===== config.mk =====
export PLATFORM = sky130hd
export DESIGN_NAME = stepper_phase_decoder
export DESIGN_NICKNAME = d
export VERILOG_FILES = /design/src/rtl/stepper_phase_decoder.sv
export SDC_FILE = /design/constraint.sdc
export NUM_CORES = 1
export LEC_CHECK = 0
export BUFFER_PORTS_ARGS = -buffer_cell sky130_fd_sc_hd__buf_4
export CORE_MARGIN = 10
export CORE_UTILIZATION = 55
export CTS_CLUSTER_SIZE = 25
export DETAILED_ROUTE_END_ITERATION = 8
export PLACE_DENSITY = 0.79
export SYNTH_ARGS = -nofsm -noshare
export SYNTH_HDL_FRONTEND = slang
export SYNTH_SLANG_ARGS = --single-unit

===== constraint.sdc =====
create_clock -name Clock -period 5.9 [get_ports Clock]
set_clock_uncertainty 0.15 [all_clocks]
set_input_delay 0.295 -clock Clock [delete_from_list [all_inputs] [get_ports Clock]]
set_output_delay 0.295 -clock Clock [all_outputs]
set_load 0.01 [all_outputs]

===== src/rtl/stepper_phase_decoder.sv =====
// Decodes a 4-bit stepper phase bus into a wrapping step position with skip/illegal detection.
// Latency: input change held stable -> step_valid/position update after 2 + FILTER_CYCLES + 1 cycles.
// Backpressure: none; passive monitor, every accepted pattern is processed in a single cycle.
//
// Ports:
//   Clock, Reset_n      : single rising-edge clock, asynchronous active-low reset
//   StepDrive[3:0]      : phase bus, asynchronous to Clock (2-flop synchronized here)
//   pos_clr, err_clr    : synchronous clear of position / sticky error flags
//   position[POS_W-1:0] : two's-complement step position, wraps modulo 2^POS_W
//   step_valid          : one-cycle pulse per counted step; step_dir gives its direction (1 = forward)
//   released            : last accepted pattern was 4'b0000 (coils off)
//   locked              : decoder holds a valid phase reference (TRACK)
//   err_skip            : sticky, a phase was skipped (delta of 2)
//   err_illegal         : sticky, an illegal pattern was accepted
//   step_period         : cycles between the last two steps (0 unless built with STEP_PERIOD_EN)
//
// Optional feature macro: STEP_PERIOD_EN enables the step period counter.
module stepper_phase_decoder #(
    parameter int POS_W         = 18,
    parameter int FILTER_CYCLES = 3,
    parameter int PER_W         = 16
) (
    input  logic             Clock,
    input  logic             Reset_n,
    input  logic [3:0]       StepDrive,
    input  logic             pos_clr,
    input  logic             err_clr,
    output logic [POS_W-1:0] position,
    output logic             step_valid,
    output logic             step_dir,
    output logic             released,
    output logic             locked,
    output logic             err_skip,
    output logic             err_illegal,
    output logic [PER_W-1:0] step_period
);

    typedef enum logic {
        UNLOCK = 1'b0,
        TRACK  = 1'b1
    } state_t;

    localparam logic [3:0]       FILT_MAX = 4'(FILTER_CYCLES);
    localparam logic [POS_W-1:0] POS_ONE  = POS_W'(1);

    // ------------------------------------------------------------------
    // Input synchronizer and stability filter
    // ------------------------------------------------------------------
    logic [3:0] sync1_q, sync2_q, prev_q;
    logic [3:0] cnt_q, cnt_d;
    logic       acc_vld_q, acc_vld_d;
    logic [3:0] acc_pat_q;
    logic       same;

    always_comb begin
        same      = (sync2_q == prev_q);
        cnt_d     = cnt_q;
        if (!same) begin
            cnt_d = 4'd1;
        end else if (cnt_q < FILT_MAX) begin
            cnt_d = cnt_q + 4'd1;
        end
        // Accept only on the transition into FILT_MAX; a change that restarts the count
        // at 1 is itself the transition when FILTER_CYCLES is 1.
        acc_vld_d = (cnt_d == FILT_MAX) && (!same || (cnt_q != FILT_MAX));
    end

    always_ff @(posedge Clock or negedge Reset_n) begin
        if (!Reset_n) begin
            sync1_q   <= 4'b0000;
            sync2_q   <= 4'b0000;
            prev_q    <= 4'b0000;
            cnt_q     <= 4'd0;
            acc_vld_q <= 1'b0;
            acc_pat_q <= 4'b0000;
        end else begin
            sync1_q   <= StepDrive;
            sync2_q   <= sync1_q;
            prev_q    <= sync2_q;
            cnt_q     <= cnt_d;
            acc_vld_q <= acc_vld_d;
            acc_pat_q <= sync2_q;
        end
    end

    // ------------------------------------------------------------------
    // Phase decode of the accepted pattern
    // ------------------------------------------------------------------
    logic       pat_legal, pat_rel;
    logic [1:0] pat_idx;

    always_comb begin
        pat_legal = 1'b1;
        pat_rel   = 1'b0;
        pat_idx   = 2'd0;
        case (acc_pat_q)
            4'b1010: pat_idx = 2'd0;
            4'b1001: pat_idx = 2'd1;
            4'b0101: pat_idx = 2'd2;
            4'b0110: pat_idx = 2'd3;
            4'b0000: begin
                pat_legal = 1'b0;
                pat_rel   = 1'b1;
            end
            default: pat_legal = 1'b0;
        endcase
    end

    // ------------------------------------------------------------------
    // Lock/track FSM and position counter
    // ------------------------------------------------------------------
    state_t           state_q, state_d;
    logic [1:0]       idx_q, idx_d, delta;
    logic [POS_W-1:0] pos_q, pos_d;
    logic             sv_q, sv_d;
    logic             dir_q, dir_d;
    logic             rel_q, rel_d;
    logic             eskip_q, eskip_d;
    logic             eill_q, eill_d;

    always_comb begin
        state_d = state_q;
        idx_d   = idx_q;
        pos_d   = pos_q;
        sv_d    = 1'b0;
        dir_d   = dir_q;
        rel_d   = rel_q;
        // Clear first so an error detected in the same cycle still leaves the flag set.
        eskip_d = err_clr ? 1'b0 : eskip_q;
        eill_d  = err_clr ? 1'b0 : eill_q;
        // 2-bit subtraction gives (new - stored) mod 4 directly.
        delta   = pat_idx - idx_q;

        if (acc_vld_q) begin
            if (pat_legal) begin
                rel_d = 1'b0;
                idx_d = pat_idx;
                if (state_q == UNLOCK) begin
                    state_d = TRACK;
                end else begin
                    case (delta)
                        2'd1: begin
                            pos_d = pos_q + POS_ONE;
                            dir_d = 1'b1;
                            sv_d  = 1'b1;
                        end
                        2'd3: begin
                            pos_d = pos_q - POS_ONE;
                            dir_d = 1'b0;
                            sv_d  = 1'b1;
                        end
                        2'd2:    eskip_d = 1'b1;
                        // Same phase re-accepted after a rejected glitch: nothing moved.
                        default: ;
                    endcase
                end
            end else if (pat_rel) begin
                rel_d   = 1'b1;
                state_d = UNLOCK;
            end else begin
                eill_d  = 1'b1;
                state_d = UNLOCK;
            end
        end

        // Clear overrides the count but the step pulse and direction still report.
        if (pos_clr) begin
            pos_d = '0;
        end
    end

    always_ff @(posedge Clock or negedge Reset_n) begin
        if (!Reset_n) begin
            state_q <= UNLOCK;
            idx_q   <= 2'd0;
            pos_q   <= '0;
            sv_q    <= 1'b0;
            dir_q   <= 1'b1;
            rel_q   <= 1'b1;
            eskip_q <= 1'b0;
            eill_q  <= 1'b0;
        end else begin
            state_q <= state_d;
            idx_q   <= idx_d;
            pos_q   <= pos_d;
            sv_q    <= sv_d;
            dir_q   <= dir_d;
            rel_q   <= rel_d;
            eskip_q <= eskip_d;
            eill_q  <= eill_d;
        end
    end

    assign position    = pos_q;
    assign step_valid  = sv_q;
    assign step_dir    = dir_q;
    assign released    = rel_q;
    assign locked      = (state_q == TRACK);
    assign err_skip    = eskip_q;
    assign err_illegal = eill_q;

    // ------------------------------------------------------------------
    // Optional step period measurement
    // ------------------------------------------------------------------
`ifdef STEP_PERIOD_EN
    localparam logic [PER_W-1:0] PER_ONE = PER_W'(1);

    logic [PER_W-1:0] per_cnt_q, per_cnt_d;
    logic [PER_W-1:0] per_q, per_d;

    always_comb begin
        per_cnt_d = per_cnt_q;
        per_d     = per_q;
        if (state_d == UNLOCK) begin
            // Losing lock invalidates the timing reference; the first step after
            // re-lock then reports the saturated value.
            per_cnt_d = '1;
        end else if (sv_d) begin
            per_d     = per_cnt_q;
            per_cnt_d = PER_ONE;
        end else if (per_cnt_q != '1) begin
            per_cnt_d = per_cnt_q + PER_ONE;
        end
    end

    always_ff @(posedge Clock or negedge Reset_n) begin
        if (!Reset_n) begin
            per_cnt_q <= '1;
            per_q     <= '0;
        end else begin
            per_cnt_q <= per_cnt_d;
            per_q     <= per_d;
        end
    end

    assign step_period = per_q;
`else
    assign step_period = '0;
`endif

endmodule

# Yosys cells after proc, flatten, opt, wreduce, memory -nomap -nowiden
# Cells that the tools add are included.
# W data, S select, Z words.
totals:
  out_inout_bits: 40
  word_cells: 71
  regBits: 43
  inputBits: 8
op_classes:
  eq_ne: 10
  mux: 27
  order_cmp: 1
  n_reduce_logical: 16
  n_addsub: 4
ops:
  columns: ["operator", "count"]
  rows:
  - ["$mux W18", 4]
  - ["$pmux W18 S2", 1]
  - ["$add A18 B1 Y18 const B", 1]
  - ["$mux W1", 18]
  - ["$sub A18 B1 Y18 const B", 1]
  - ["$reduce_bool A2 Y1", 5]
  - ["$eq A4 B3 Y1 const B", 2]
  - ["$eq A4 B4 Y1 const B", 2]
  - ["$mux W4", 2]
  - ["$reduce_and A4 Y1", 2]
  - ["$pmux W2 S3", 1]
  - ["$add A4 B1 Y4 const B", 1]
  - ["$eq A2 B2 Y1 const B", 2]
  - ["$eq A4 B2 Y1 const B", 1]
  - ["$eq A4 B4 Y1", 1]
  - ["$logic_not A4 Y1", 1]
  - ["$lt A4 B2 Y1 const B", 1]
  - ["$ne A4 B2 Y1 const B", 1]
  - ["$reduce_and A2 Y1", 2]
  - ["$reduce_or A4 Y1", 1]
  - ["$reduce_bool A3 Y1", 1]
  - ["$eq A2 B1 Y1 const B", 1]
  - ["$pmux W1 S2", 1]
  - ["$reduce_or A2 Y1", 1]
  - ["4 further kinds", 4]

# Depth between registers and ports, before layout
depth:
  word_depth: 9
  depth_mapped: 16
  ltp_nobuf: 14

# Worst setup path before layout
# OpenSTA, ideal clock, no wires.
synth_timing:
  path_kind: "flip-flop to flip-flop"
  start: "reg acc_pat_q[2]"
  end: "reg pos_q[16], in the netlist position[16]"
  t_arrival_ns: 3.802
  path_stages_with_launch: 16
  setup_time_ns: 0.122
  n_path_buf: 2
  setup_slack_ns: 1.827
  required_time_ns: 5.628
  period_less_slack_ns: 4.073
  cell_sequence: "dfrtp_1 clkbuf_1 nor3b_1 a22oi_1 ha_1 xnor2_1 and4_1 buf_2 nor2_1 xnor2_1 ha_1 or4_4 o31a_1 a2111oi_2 mux2i_1 nand2_1"
synth_via:
  elab_chain_cells: 9
  elab_cells_between_ends: 18
  classes_between: "add/sub (1); eq/ne (6); mux (7); reduce/logical (4)"
synth_lines:
  columns: ["element", "line", "text"]
  rows:
  - ["from (decl)", "52", "logic [3:0] acc_pat_q;"]
  - ["from (signal assigned)", "82", "acc_pat_q <= sync2_q;"]
  - ["$eq A4 B3 Y1 / $eq A4 B4 Y1 (equally long branches)", "96", "case (acc_pat_q)"]
  - ["$pmux W2 S3", "96", null]
  - ["$sub A2 B2 Y2", "132", "delta = pat_idx - idx_q;"]
  - ["$eq A2 B2 Y1 / $eq A2 B1 Y1 (equally long branches)", "141", "case (delta)"]
  - ["$pmux W18 S2", "141", null]
  - ["$mux W18", "138", "if (state_q == UNLOCK) begin"]
  - ["$mux W18", "135", "if (pat_legal) begin"]
  - ["$mux W18", "134", "if (acc_vld_q) begin"]
  - ["$mux W18", "167", "if (pos_clr) begin"]
  - ["to (signal assigned)", "185", "pos_q <= pos_d;"]
  - ["to (decl)", "114", "logic [POS_W-1:0] pos_q, pos_d;"]
# Parallel ways exist; a longest one is shown, timed or not. The select of a mux whose other input is x is not followed.
# A chain may end at the register's enable or synchronous reset.

# Worst setup path after layout
# Ends and elaborated chain as after synthesis.

==> impl_results.md <==
- Status: complete, no violations
- Pin count of the biggest net entering global routing: 44
- Synth Instances: 274
- Starting Density: 0.576
- TNS Setup: 0 ps
- Worst setup SP type: flop
- Ratio of cells with drive above 1 in the final layout: 0.169
- TritonCTS Buffers: 5
- Non-Filler Instances: 354
- Final period util: 0.832
- Reg2reg setup slack: 990 ps
- Setup Buffers After CTS: 0
- Antenna viol nets, final: 0
- VDD IR-drop max: approximately 0.00017 V
- Final setup fails: 0
- Die Y: 88.0 um
- Fin area: just under 3000 um^2
- Synth Cell Area: 2540 um^2
- Worst-margin pin slew: 926 ps
- Wire per inst: 16.5 um
- Chip width: about 90 um
- N_diodes: 0
- PwrDens: 206 nW/um^2
- Part of the Yosys area used for sequential elements: 0.424
- CTS Buffer Depth: 2
- FMAX: 0.204 GHz
- Vias in the first global route: 2,016
- CTS tree: built
- GRT Residual Overflow: 0
- Cell leakage power: 1.26 nW
- Tmin final: 4910 ps
- First-pass GRT wire length: about 9.6 mm
- Ys Warns: 0
- Core area: ~4400 um^2
- Initial antenna violation count: 0
- RSZ-0062 raised after global routing: false
- Post-DR vias/cell: 6.06
- Critical path class: flop to flop
- Syn Area/Cell: approximately 9.3 um^2
- Hold Vio Cnt, Final: 0
- Fin nets: 314
- Area Overhead vs Synth: 13.3%
- GRT Util Overall: 0.153
- Number of H-tree levels: 2
- Register bit total from synthesis: 43
- Root Buffer Master: clkbuf_8
- Die footprint: 7740 um^2
- Unique masters post-synth: 50
- Routed WL: 5.83 mm
- Clock sinks: 43
- Crit path DAT: 4960 ps
- Final GP Congestion: 0.894
- Worst-path clk slew: 90 ps
- Worst min path class: input pin to flop
- Final core occ: 0.653
- Slew Viols, Final: 0
- DP Cell Count: roughly 340
- Dpl cell area: ~2700 um^2
- Iteration-0 DRC Markers: 260
- Number of synthesized flops with an enable pin: 0
- Dominant synthesized flop cell: dfrtp_1
- I/O Pins: 48
- CP endpoint kind: flop
- Hold Crit Depth: 2
- Slew margin rel.: 0.377
- TritonRoute pass-1 iters: 6
- Cells on worst reg2reg path: 13
- Num rows: 24
- Hpwl dp: 3.96 mm
- Clk Latency, worst-skew pair: 310 ps
- Post-synthesis async set-or-reset flop share: 1.00
- Hold_ws: around 19 ps
- Crit Path Max Fanout: 17
- Max capacitance violation total: 0
- I/O Buffers: 31
- Total number of vias: 2,144
- Critical Path RT: 5950 ps
- # DRC: 0
-- cells in the mapped netlist, types with 3 or more instances --
cell / count / area [um^2]
nor2_1: 18 / 67.6
and4_1: 5 / 43.8
nor2b_1: 4 / 25.0
nor4_1: 8 / 50.1
ha_1: 5 / 62.6
o211ai_1: 3 / 22.5
xor2_1: 9 / 78.8
or4_1: 5 / 37.5
nor3_1: 9 / 45.0
buf_2: 4 / 20.0
a31oi_1: 3 / 18.8
or3_1: 5 / 31.3
nand4_1: 7 / 43.8
inv_1: 10 / 37.5
nand3_1: 10 / 50.1
xnor2_1: 14 / 123
nand2_1: 14 / 52.6
buf_4: 16 / 120
dfrtp_1: 41 / 1030
o21ai_0: 10 / 50.1
clkbuf_1: 12 / 45.0
a21oi_1: 20 / 100
a211oi_1: 5 / 37.5
-- worst max-delay path: stages, from the launching register on --
cell and delay (ps):
dfrtp_1 580, nor2b_1 460, a22oi_1 170, ha_1 230
xnor2_1 410, and4_1 600, nor2_1 170, xnor2_1 170
ha_1 280, or4_4 570, o31a_1 310, a2111oi_2 400
mux2i_1 230, nand2_1 60
-- cell families (layout without fill, tap and decap cells) --
kind of cell,count (synthesis),after routing,share of synthesized area
other,1,16,0.00147
AOI/OAI and AO/OA,56,56,0.145
muxes,3,3,0.0123
xor gates and xnor gates,23,23,0.0792
adders and majority gates,5,5,0.0246
DFF,43,43,0.424
buffers and inverters,44,57,0.0935
and+or+nand+nor,99,99,0.220
-- layout make-up --
| cell class | count | area, um^2 |
|---|---|---|
| clock buffers | 5 | 68.8 |
| clock inverters | 3 | 47.5 |
| fillers | 370 | 1530 |
| inverters | 11 | 41.3 |
| multi-input cells | 202 | 1280 |
| flip-flops and latches | 43 | 1080 |
| well taps | 52 | 65.1 |
| repair buffers | 38 | 298 |
-- path summary, 6_finish.rpt --
path	from	end
min in group asynchronous	Reset_n	cnt_q[3]
max in group asynchronous	Reset_n	step_dir
min	err_clr	err_illegal
max	acc_pat_q[2]	position[16]
min reg2reg	sync1_q[1]	sync2_q[1]
max reg2reg	acc_pat_q[2]	position[16]
-- registers in the layout (all words and copies together) (netlist names) --
signal / cells
acc_pat_q: 4
acc_vld_q: 1
cnt_q: 4
err_illegal: 1
err_skip: 1
idx_q: 2
locked: 1
position: 18
released: 1
step_dir: 1
step_valid: 1
sync1_q: 4
sync2_q: 4
-- metal layers --
metal  up-vias  GRT usage  share of wire
li1       1015          -              -
met4         0     0.0783          0.027
met1       988      0.187           0.43
met3        23     0.0455           0.11
met2       118      0.237           0.44
met5         -          0              0
-- per-stage QoR --
stage	setup slack (ps)	total power, mW
after detailed placement	1100	0.352
final	990	0.594
after global placement	1310	0.350
after global routing	614	0.619
after CTS	1040	0.600
after floorplan	1830	0.344
-- cell usage in the layout, fill, tap and decap left out, types with 3 or more instances in the layout --
cell type,synthesis,final
dfrtp_1,41,41
buf_4,16,33
a21oi_1,20,20
nor2_1,18,18
conb_1,1,16
xnor2_1,14,14
nand2_1,14,14
inv_1,10,10
o21ai_0,10,10
nand3_1,10,10
xor2_1,9,9
nor3_1,9,9
nor4_1,8,8
nand4_1,7,7
and4_1,5,5
a211oi_1,5,5
or3_1,5,5
or4_1,5,5
ha_1,5,5
clkbuf_8,0,5
dlygate4sd3_1,0,5
nor2b_1,4,4
a31oi_1,3,3
o211ai_1,3,3
-- power breakdown --
part	total (mW)	switching, mW	internal (mW)
combinational	0.0416	0.0262	0.0153
clock	0.245	0.116	0.128
sequential	0.308	0.00679	0.301
total	0.594	0.149	0.445
-- timing repair --
| action | CTS | global route |
|---|---|---|
| endpoints found under the hold margin | 45 | 0 |
| hold buffers | 5 | 0 |
| resized for setup | 0 | 0 |
(Power assumes the default switching activity.)
